[config.mk]
export PLATFORM = sky130hd
export DESIGN_NAME = vga_pixel_out
export DESIGN_NICKNAME = d
export VERILOG_FILES = /design/src/rtl/vga_pixel_out.sv
export SDC_FILE = /design/constraint.sdc
export NUM_CORES = 1
export LEC_CHECK = 0
export ABC_AREA = 1
export CORE_UTILIZATION = 55
export CTS_CLUSTER_SIZE = 8
export DETAILED_ROUTE_END_ITERATION = 12
export DONT_BUFFER_PORTS = 1
export GPL_TIMING_DRIVEN = 0
export PLACE_DENSITY_LB_ADDON = 0.15
export SETUP_SLACK_MARGIN = 0.5
export SLEW_MARGIN = 20
export SYNTH_ARGS = -nofsm -noshare
export SYNTH_HDL_FRONTEND = slang
export SYNTH_SLANG_ARGS = --single-unit
export TNS_END_PERCENT = 5
[constraint.sdc]
create_clock -name clk -period 1.6 [get_ports clk]
set_input_delay 0.24 -clock clk [delete_from_list [all_inputs] [get_ports clk]]
set_output_delay 0.24 -clock clk [all_outputs]
set_load 0.02 [all_outputs]
[src/rtl/vga_pixel_out.sv]
// vga_pixel_out: VGA timing generator and output stage fed by a non-show-ahead FIFO.
// Pops one word per active pixel; data, syncs and blank leave two cycles after the counters.
module vga_pixel_out #(
  parameter int   DATA_W   = 24,
  parameter int   H_ACTIVE = 640,
  parameter int   H_FP     = 16,
  parameter int   H_SYNC   = 96,
  parameter int   H_BP     = 48,
  parameter int   V_ACTIVE = 480,
  parameter int   V_FP     = 10,
  parameter int   V_SYNC   = 2,
  parameter int   V_BP     = 33,
  parameter logic SYNC_POL = 1'b0
) (
  input  logic              clk,
  input  logic              reset_n,
  input  logic              enable,
  input  logic              fifo_empty,
  input  logic [DATA_W-1:0] fifo_rd_data,
  output logic              fifo_rd_valid,
  output logic [DATA_W-1:0] pix_data,
  output logic              vga_hs,
  output logic              vga_vs,
  output logic              vga_blank_n,
  output logic              frame_start,
  output logic              underflow,
  output logic [15:0]       underflow_cnt
);
  localparam int H_TOTAL = H_ACTIVE + H_FP + H_SYNC + H_BP;
  localparam int V_TOTAL = V_ACTIVE + V_FP + V_SYNC + V_BP;
  localparam int HW = $clog2(H_TOTAL);
  localparam int VW = $clog2(V_TOTAL);
  localparam logic [HW-1:0] H_LAST = HW'(H_TOTAL - 1);
  localparam logic [VW-1:0] V_LAST = VW'(V_TOTAL - 1);
  typedef enum logic {IDLE, RUN} state_t;
  state_t r_state, w_next;
  logic [HW-1:0] r_h_cnt;
  logic [VW-1:0] r_v_cnt;
  logic w_run, w_h_last, w_v_last, w_de0, w_hs0, w_vs0, w_fs0, w_miss;
  logic r_de1, r_hs1, r_vs1, r_fs1, r_pop1;
  logic [DATA_W-1:0] r_pix;
  logic r_hs, r_vs, r_blank_n, r_fs, r_uf;
  logic [15:0] r_uf_cnt;
  assign w_run    = r_state == RUN;
  assign w_h_last = r_h_cnt == H_LAST;
  assign w_v_last = r_v_cnt == V_LAST;
  assign w_de0 = w_run && int'(r_h_cnt) < H_ACTIVE && int'(r_v_cnt) < V_ACTIVE;
  assign w_hs0 = w_run && int'(r_h_cnt) >= H_ACTIVE + H_FP && int'(r_h_cnt) < H_ACTIVE + H_FP + H_SYNC;
  assign w_vs0 = w_run && int'(r_v_cnt) >= V_ACTIVE + V_FP && int'(r_v_cnt) < V_ACTIVE + V_FP + V_SYNC;
  assign w_fs0 = w_run && r_h_cnt == '0 && r_v_cnt == '0;
  assign fifo_rd_valid = w_de0 && !fifo_empty;
  assign w_miss = w_de0 && fifo_empty;
  // Leaving RUN is only allowed on the last pixel of a frame so frames are never cut short.
  always_comb begin
    w_next = (r_state == IDLE) ? (enable ? RUN : IDLE) : ((w_h_last && w_v_last && !enable) ? IDLE : RUN);
  end
  always_ff @(posedge clk) begin
    if (!reset_n) r_state <= IDLE;
    else          r_state <= w_next;
  end
  always_ff @(posedge clk) begin
    if (!reset_n || !w_run) begin
      r_h_cnt <= '0;
      r_v_cnt <= '0;
    end else begin
      r_h_cnt <= w_h_last ? '0 : r_h_cnt + HW'(1);
      if (w_h_last) r_v_cnt <= w_v_last ? '0 : r_v_cnt + VW'(1);
    end
  end
  always_ff @(posedge clk) begin
    if (!reset_n) begin
      {r_de1, r_hs1, r_vs1, r_fs1, r_pop1} <= '0;
      r_pix     <= '0;
      r_blank_n <= 1'b0;
      r_hs      <= ~SYNC_POL;
      r_vs      <= ~SYNC_POL;
      r_fs      <= 1'b0;
    end else begin
      {r_de1, r_hs1, r_vs1, r_fs1, r_pop1} <= {w_de0, w_hs0, w_vs0, w_fs0, fifo_rd_valid};
      r_pix     <= r_pop1 ? fifo_rd_data : '0;
      r_blank_n <= r_de1;
      r_hs      <= r_hs1 ? SYNC_POL : ~SYNC_POL;
      r_vs      <= r_vs1 ? SYNC_POL : ~SYNC_POL;
      r_fs      <= r_fs1;
    end
  end
  always_ff @(posedge clk) begin
    if (!reset_n) begin
      r_uf     <= 1'b0;
      r_uf_cnt <= '0;
    end else begin
      r_uf     <= r_uf | w_miss;
      r_uf_cnt <= (w_miss && r_uf_cnt != 16'hFFFF) ? r_uf_cnt + 16'd1 : r_uf_cnt;
    end
  end
  assign pix_data      = r_pix;
  assign vga_hs        = r_hs;
  assign vga_vs        = r_vs;
  assign vga_blank_n   = r_blank_n;
  assign frame_start   = r_fs;
  assign underflow     = r_uf;
  assign underflow_cnt = r_uf_cnt;
endmodule

### Word level (Yosys, flattened, before mapping)

Cells that the tools add are included.

* reduce and logical (&&, ||, !) cells: 22
* add/sub/neg operators: 3
* eq/ne operators: 3
* multiplexer cells: 6
* bitwise logic cells: 1
* $lt $le $gt $ge: 6

Operators with widths (count)
* 10-bit by 1-bit adder with 10-bit output (second input constant): 2
* 10-bit equality test (second input constant): 2
* 10-bit logical NOT: 2
* 10-bit < comparator (second input constant): 2
* 10-bit by 9-bit < comparator with 1-bit output (second input constant): 2
* 16-bit by 1-bit adder with 16-bit output (second input constant): 1
* 16-bit != test (second input constant): 1
* 1-bit logical AND: 13
* 10-bit >= comparator (second input constant): 1
* 10-bit by 9-bit >= comparator with 1-bit output (second input constant): 1
* 10-bit two-way mux: 1
* 1-bit two-way mux: 5
* 1-bit logical NOT: 4
* 2-bit AND reduction: 1
* 2-bit OR reduction: 1
* 1-bit logical OR: 1
* 1-bit bitwise OR: 1

* input port bits: 28
* output and inout bits: 46
* word-level logic and storage cells: 56
* bits in registers: 71

### Logic depth before layout (Yosys ltp)

* depth after elaboration: 5
* gate-level depth with buffers: 9
* depth with buffers taken out: 9

### Worst setup path after synthesis

Ideal clock, no wire load.

* path kind: register -> register
* start point: reg r_uf_cnt[1], in the netlist underflow_cnt[1]
* end point: reg r_uf_cnt[1], in the netlist underflow_cnt[1]
* data required time: 1.484 ns
* data arrival time: 1.526 ns
* setup time: 0.116 ns
* stages on the path, launching flop included: 10
* path slack: -0.042 ns
* clock period less this slack: 1.642 ns
* buffers on the path: 1
* path through: dfxtp_1 ha_1 nand2_2 nor2_1 nand2_1 nor2_2 nor2_4 buf_6 nor2_2 nor2_1

* longest elaborated chain between the ends: 2
* elaborated cells between the ends (all ways): 3
* those cells by class: 1 x add/sub; 1 x eq/ne; 1 x reduce/logical

Ends and longest elaborated chain
* start: declaration: RTL line 43 `logic [15:0] r_uf_cnt;`
* start signal: assignment: RTL line 93 `r_uf_cnt <= (w_miss && r_uf_cnt != 16'hFFFF) ? r_uf_cnt + 16'd1 : r_uf_cnt;`
* parallel branches: the longest is 2 deep, another holds 16-bit by 1-bit adder with 16-bit output

Parallel ways; which one is timed is not known.
A chain may end at the register's enable or synchronous reset.

### Final worst setup path

* start point: reg r_v_cnt[5]
* end point: out fifo_rd_valid

* longest elaborated chain between the ends: 3

Ends and longest elaborated chain
* start: declaration: RTL line 38 `logic [VW-1:0] r_v_cnt;`
* start signal: assignment: RTL line 67 `if (w_h_last) r_v_cnt <= w_v_last ? '0 : r_v_cnt + VW'(1);`
* 10-bit by 9-bit < comparator with 1-bit output: RTL line 47 `assign w_de0 = w_run && int'(r_h_cnt) < H_ACTIVE && int'(r_v_cnt) < V_ACTIVE;`
* 1-bit logical AND: RTL line 47
* 1-bit logical AND: RTL line 51 `assign fifo_rd_valid = w_de0 && !fifo_empty;`
* end: declaration: RTL line 20 `output logic fifo_rd_valid,`

No other way between the ends.

==> summary.txt <==
Critical path
  • Worst path max stage delay: 0.35 ns
  • Worst path buffer plus inverter count: 1
  • CP dominant cell by count: nor2_4
  • Crit path launch type: flip-flop
  • WS Path Type: flip-flop to primary output
  • Crit end category: primary output
  • Top delay family on crit path: simple AND/OR/NAND/NOR gates
  • Max FO, Critical Path: 4
  • Critical-path top delay cell: dfxtp_1
  • Critical Path RT: 1.36 ns
  • Crit path DAT: 1.25 ns
  • Critical Path, Cell by Cell: nand2_1 > nor2_2 > nor2_4 > inv_2 > nor2_4

Final layout
  • Commonest non-fill, non-tap cell in the layout: nand2_1
  • Antenna cells: 0
  • Final Net Count: 517
  • Final core occ: 0.743
  • Layout area overhead: 29.1%
  • Most frequent cells in the layout: 84 x nand2_1, 62 x inv_1, 60 x nor2_1
  • Share of cells above drive strength 1: 0.260

Timing
  • Unrepaired setup endpoints after global routing: yes
  • Final worst path period share: 0.929
  • Slew HR: 0.716
  • Setup TNS Final: 0 ns
  • Layout Skew: 0.0140 ns
  • Final setup fails: 0
  • Final worst path period need: 1.49 ns
  • Worst-margin pin slew: 0.426 ns
  • Highest Clock Rate: 673 MHz
  • Final count of hold timing violations: 0
  • Final Max Tran Viols: 0

Pwr
  • Switch share: 0.274
  • Internal power: 2.50 mW
  • Net Switching: 0.943 mW
  • Pleak: 1.68 nW
  • Pwr/cell area: 836 nW/um2
  • Clk pwr share: 0.396
  • VDD IR max: 0.514 mV
  • Gate power share: 0.074
  • Sequential power share: 0.530

Global routing
  • Global-route wire length before repair: 12,500 um
  • Vias in the first global route: 2,716
  • Initial antenna violation count: 0
  • Grt ovf: 0
  • Largest net degree at the start of global routing: 16
  • Overall routing resource usage: 0.264

Logic synthesis
  • XOR/XNOR Fraction of Synth Area: 0.0302
  • Yosys cell types: 32
  • Register area share after synthesis: 0.446
  • Simple-Gate Fraction of Synth Area: 0.341
  • Post-synthesis adder-cell area fraction: 0.0196
  • Syn. warnings: 0
  • Synth Instances: 426
  • #FFs+latches synth: 71
  • Synthesized cell area: 3190 um2
  • Main combinational cell family by area after synthesis: simple AND/OR/NAND/NOR gates
  • Syn nets: 459
  • Synth Area in Compound Gates: 0.0726
  • Mux cell area share after synthesis: 0
  • Syn Area/Cell: 7.48 um2

CTS
  • Clk sinks: 71
  • CTS root buffer: clkbuf_8
  • CTS Buf Count: 9
  • CTS max path bufs: 2
  • Clock-pin slew on the worst setup and hold paths: 0.09 ns
  • CTS tree: done
  • H-tree depth: 3
  • Clk_lat worst skew: 0.36 ns

Detailed routing
  • Vias: 2,855
  • Post-route antenna net violation count: 0
  • Pre-Repair DR Iteration Count: 4
  • Vias per std cell: 5.09
  • Drt initial violations: 140
  • Drt drc: 0
  • Wire per inst: 14.1 um
  • Drt total wl: 7890 um

Job
  • Max-cap violations: 0

Floorplan
  • Full die area: 6110 um2
  • Initial core utilization: 0.575
  • Die height: 78.1 um
  • Top Ports: 74
  • Chip Width: 78.1 um
  • # rows: 27
  • Core area: 5540 um2

Placement
  • GP Congestion: 0.868
  • Final HPWL DP: 4780 um
  • IO Port Bufs: 0

Worst hold path
  • HP Class: primary input to flip-flop

Run status
  • Outcome: finished, final reports clean
[stage by stage]
step | setup WS [ns] | instance area, um2 | instances | hold WS (ns) | power [mW]
finish | 0.113 | 4120 | 561 | 0.128 | 3.44
detailed placement | 0.0563 | 3360 | 498 | 0.323 | 2.03
floorplan | 0.270 | 3270 | 426 | 0.319 | 1.99
global placement | 0.110 | 3360 | 498 | 0.324 | 2.02
CTS | 0.0633 | 4000 | 553 | 0.103 | 3.47
global route | 0.0452 | 4120 | 561 | 0.136 | 3.58
[synth_stat cells]
cell,instances,area share
nand3b_1,2,0.0047
o21ai_4,1,0.0051
or2_2,2,0.0039
a21oi_1,14,0.022
nand3_2,3,0.0094
buf_6,2,0.0071
nor3_1,6,0.0094
nor2_4,4,0.014
nor2_1,71,0.084
xnor2_1,3,0.0082
nor4_1,1,0.0020
inv_2,1,0.0012
nor2_2,5,0.0098
buf_2,2,0.0031
nand3_1,24,0.038
o211ai_1,1,0.0024
xor2_1,8,0.022
o21bai_1,1,0.0024
o21ai_0,6,0.0094
ha_1,5,0.020
nand2_2,12,0.024
nand4_1,11,0.022
nor3b_1,3,0.0071
nand2_1,86,0.10
nand4_4,2,0.013
a21oi_2,9,0.025
inv_1,65,0.077
a211oi_1,1,0.0024
clkbuf_1,2,0.0024
dfxtp_1,71,0.45
a21o_1,1,0.0024
o22ai_1,1,0.0020
[metal layers]
metal	global-route usage	wire length (um)	vias to the layer above
met5	0	0	-
met4	0.128	218	0
met3	0.0849	476	20
met2	0.467	4170	89
met1	0.284	3030	1300
li1	-	-	1446
[layout make-up]
class	count	area, um2
multi-input combinational	283	1610
sequential	71	1490
fill	424	1420
timing repair buffer	47	450
inverter	66	248
clock buffer	9	124
tap	72	90.1
clock inverter	7	61.3
buffer	6	43.8
[power groups by stage]
stage | Clock, mW | Sequential, mW | Combinational [mW]
global route | 1.47 | 1.83 | 0.279
CTS | 1.39 | 1.83 | 0.243
floorplan | 0 | 1.88 | 0.113
finish | 1.36 | 1.82 | 0.254
detailed placement | 0 | 1.88 | 0.143
global placement | 0 | 1.88 | 0.140
[path summary, 6_finish.rpt]
path	start	end	slack [ns]	depth (start not counted)
hold reg to reg	r_vs1	vga_vs	0.38	1
setup / recovery	r_v_cnt[5]	fifo_rd_valid	0.11	5
setup reg to reg	r_h_cnt[1]	r_v_cnt[3]	0.13	7
hold / removal	fifo_empty	underflow_cnt[12]	0.13	3
[tightest hold or removal path, delay by kind of cell]
| family | cells | cell delay [ns] |
|---|---|---|
| AND/OR/NAND/NOR | 3 | 0.20 |
[cells by family (layout without fill, tap and decap cells)]
group,after synthesis,in the layout
simple gates,232,232
buf+inv,72,135
flops,71,71
compound gates,35,35
xor+xnor,11,11
fa+ha+maj,5,5
[sequential cells by signal, indices dropped and copies added (netlist names)]
register and flops:
vga_hs 1, r_v_cnt 10, pix_data 24, vga_vs 1
underflow_cnt 16, r_fs1 1, r_vs1 1, r_de1 1
r_state 1, r_hs1 1, r_h_cnt 10, vga_blank_n 1
r_pop1 1, underflow 1, frame_start 1
[what timing repair did]
action / CTS / global route
hold buffers: 26 / 0
setup buffers: 11 / 8
pin swaps: 11 / 13
resized for setup: 29 / 21
endpoints found under the setup margin: 46 / 64
gates cloned: 2 / 0
endpoints found under the hold margin: 26 / 0
(Power assumes the default switching activity.)
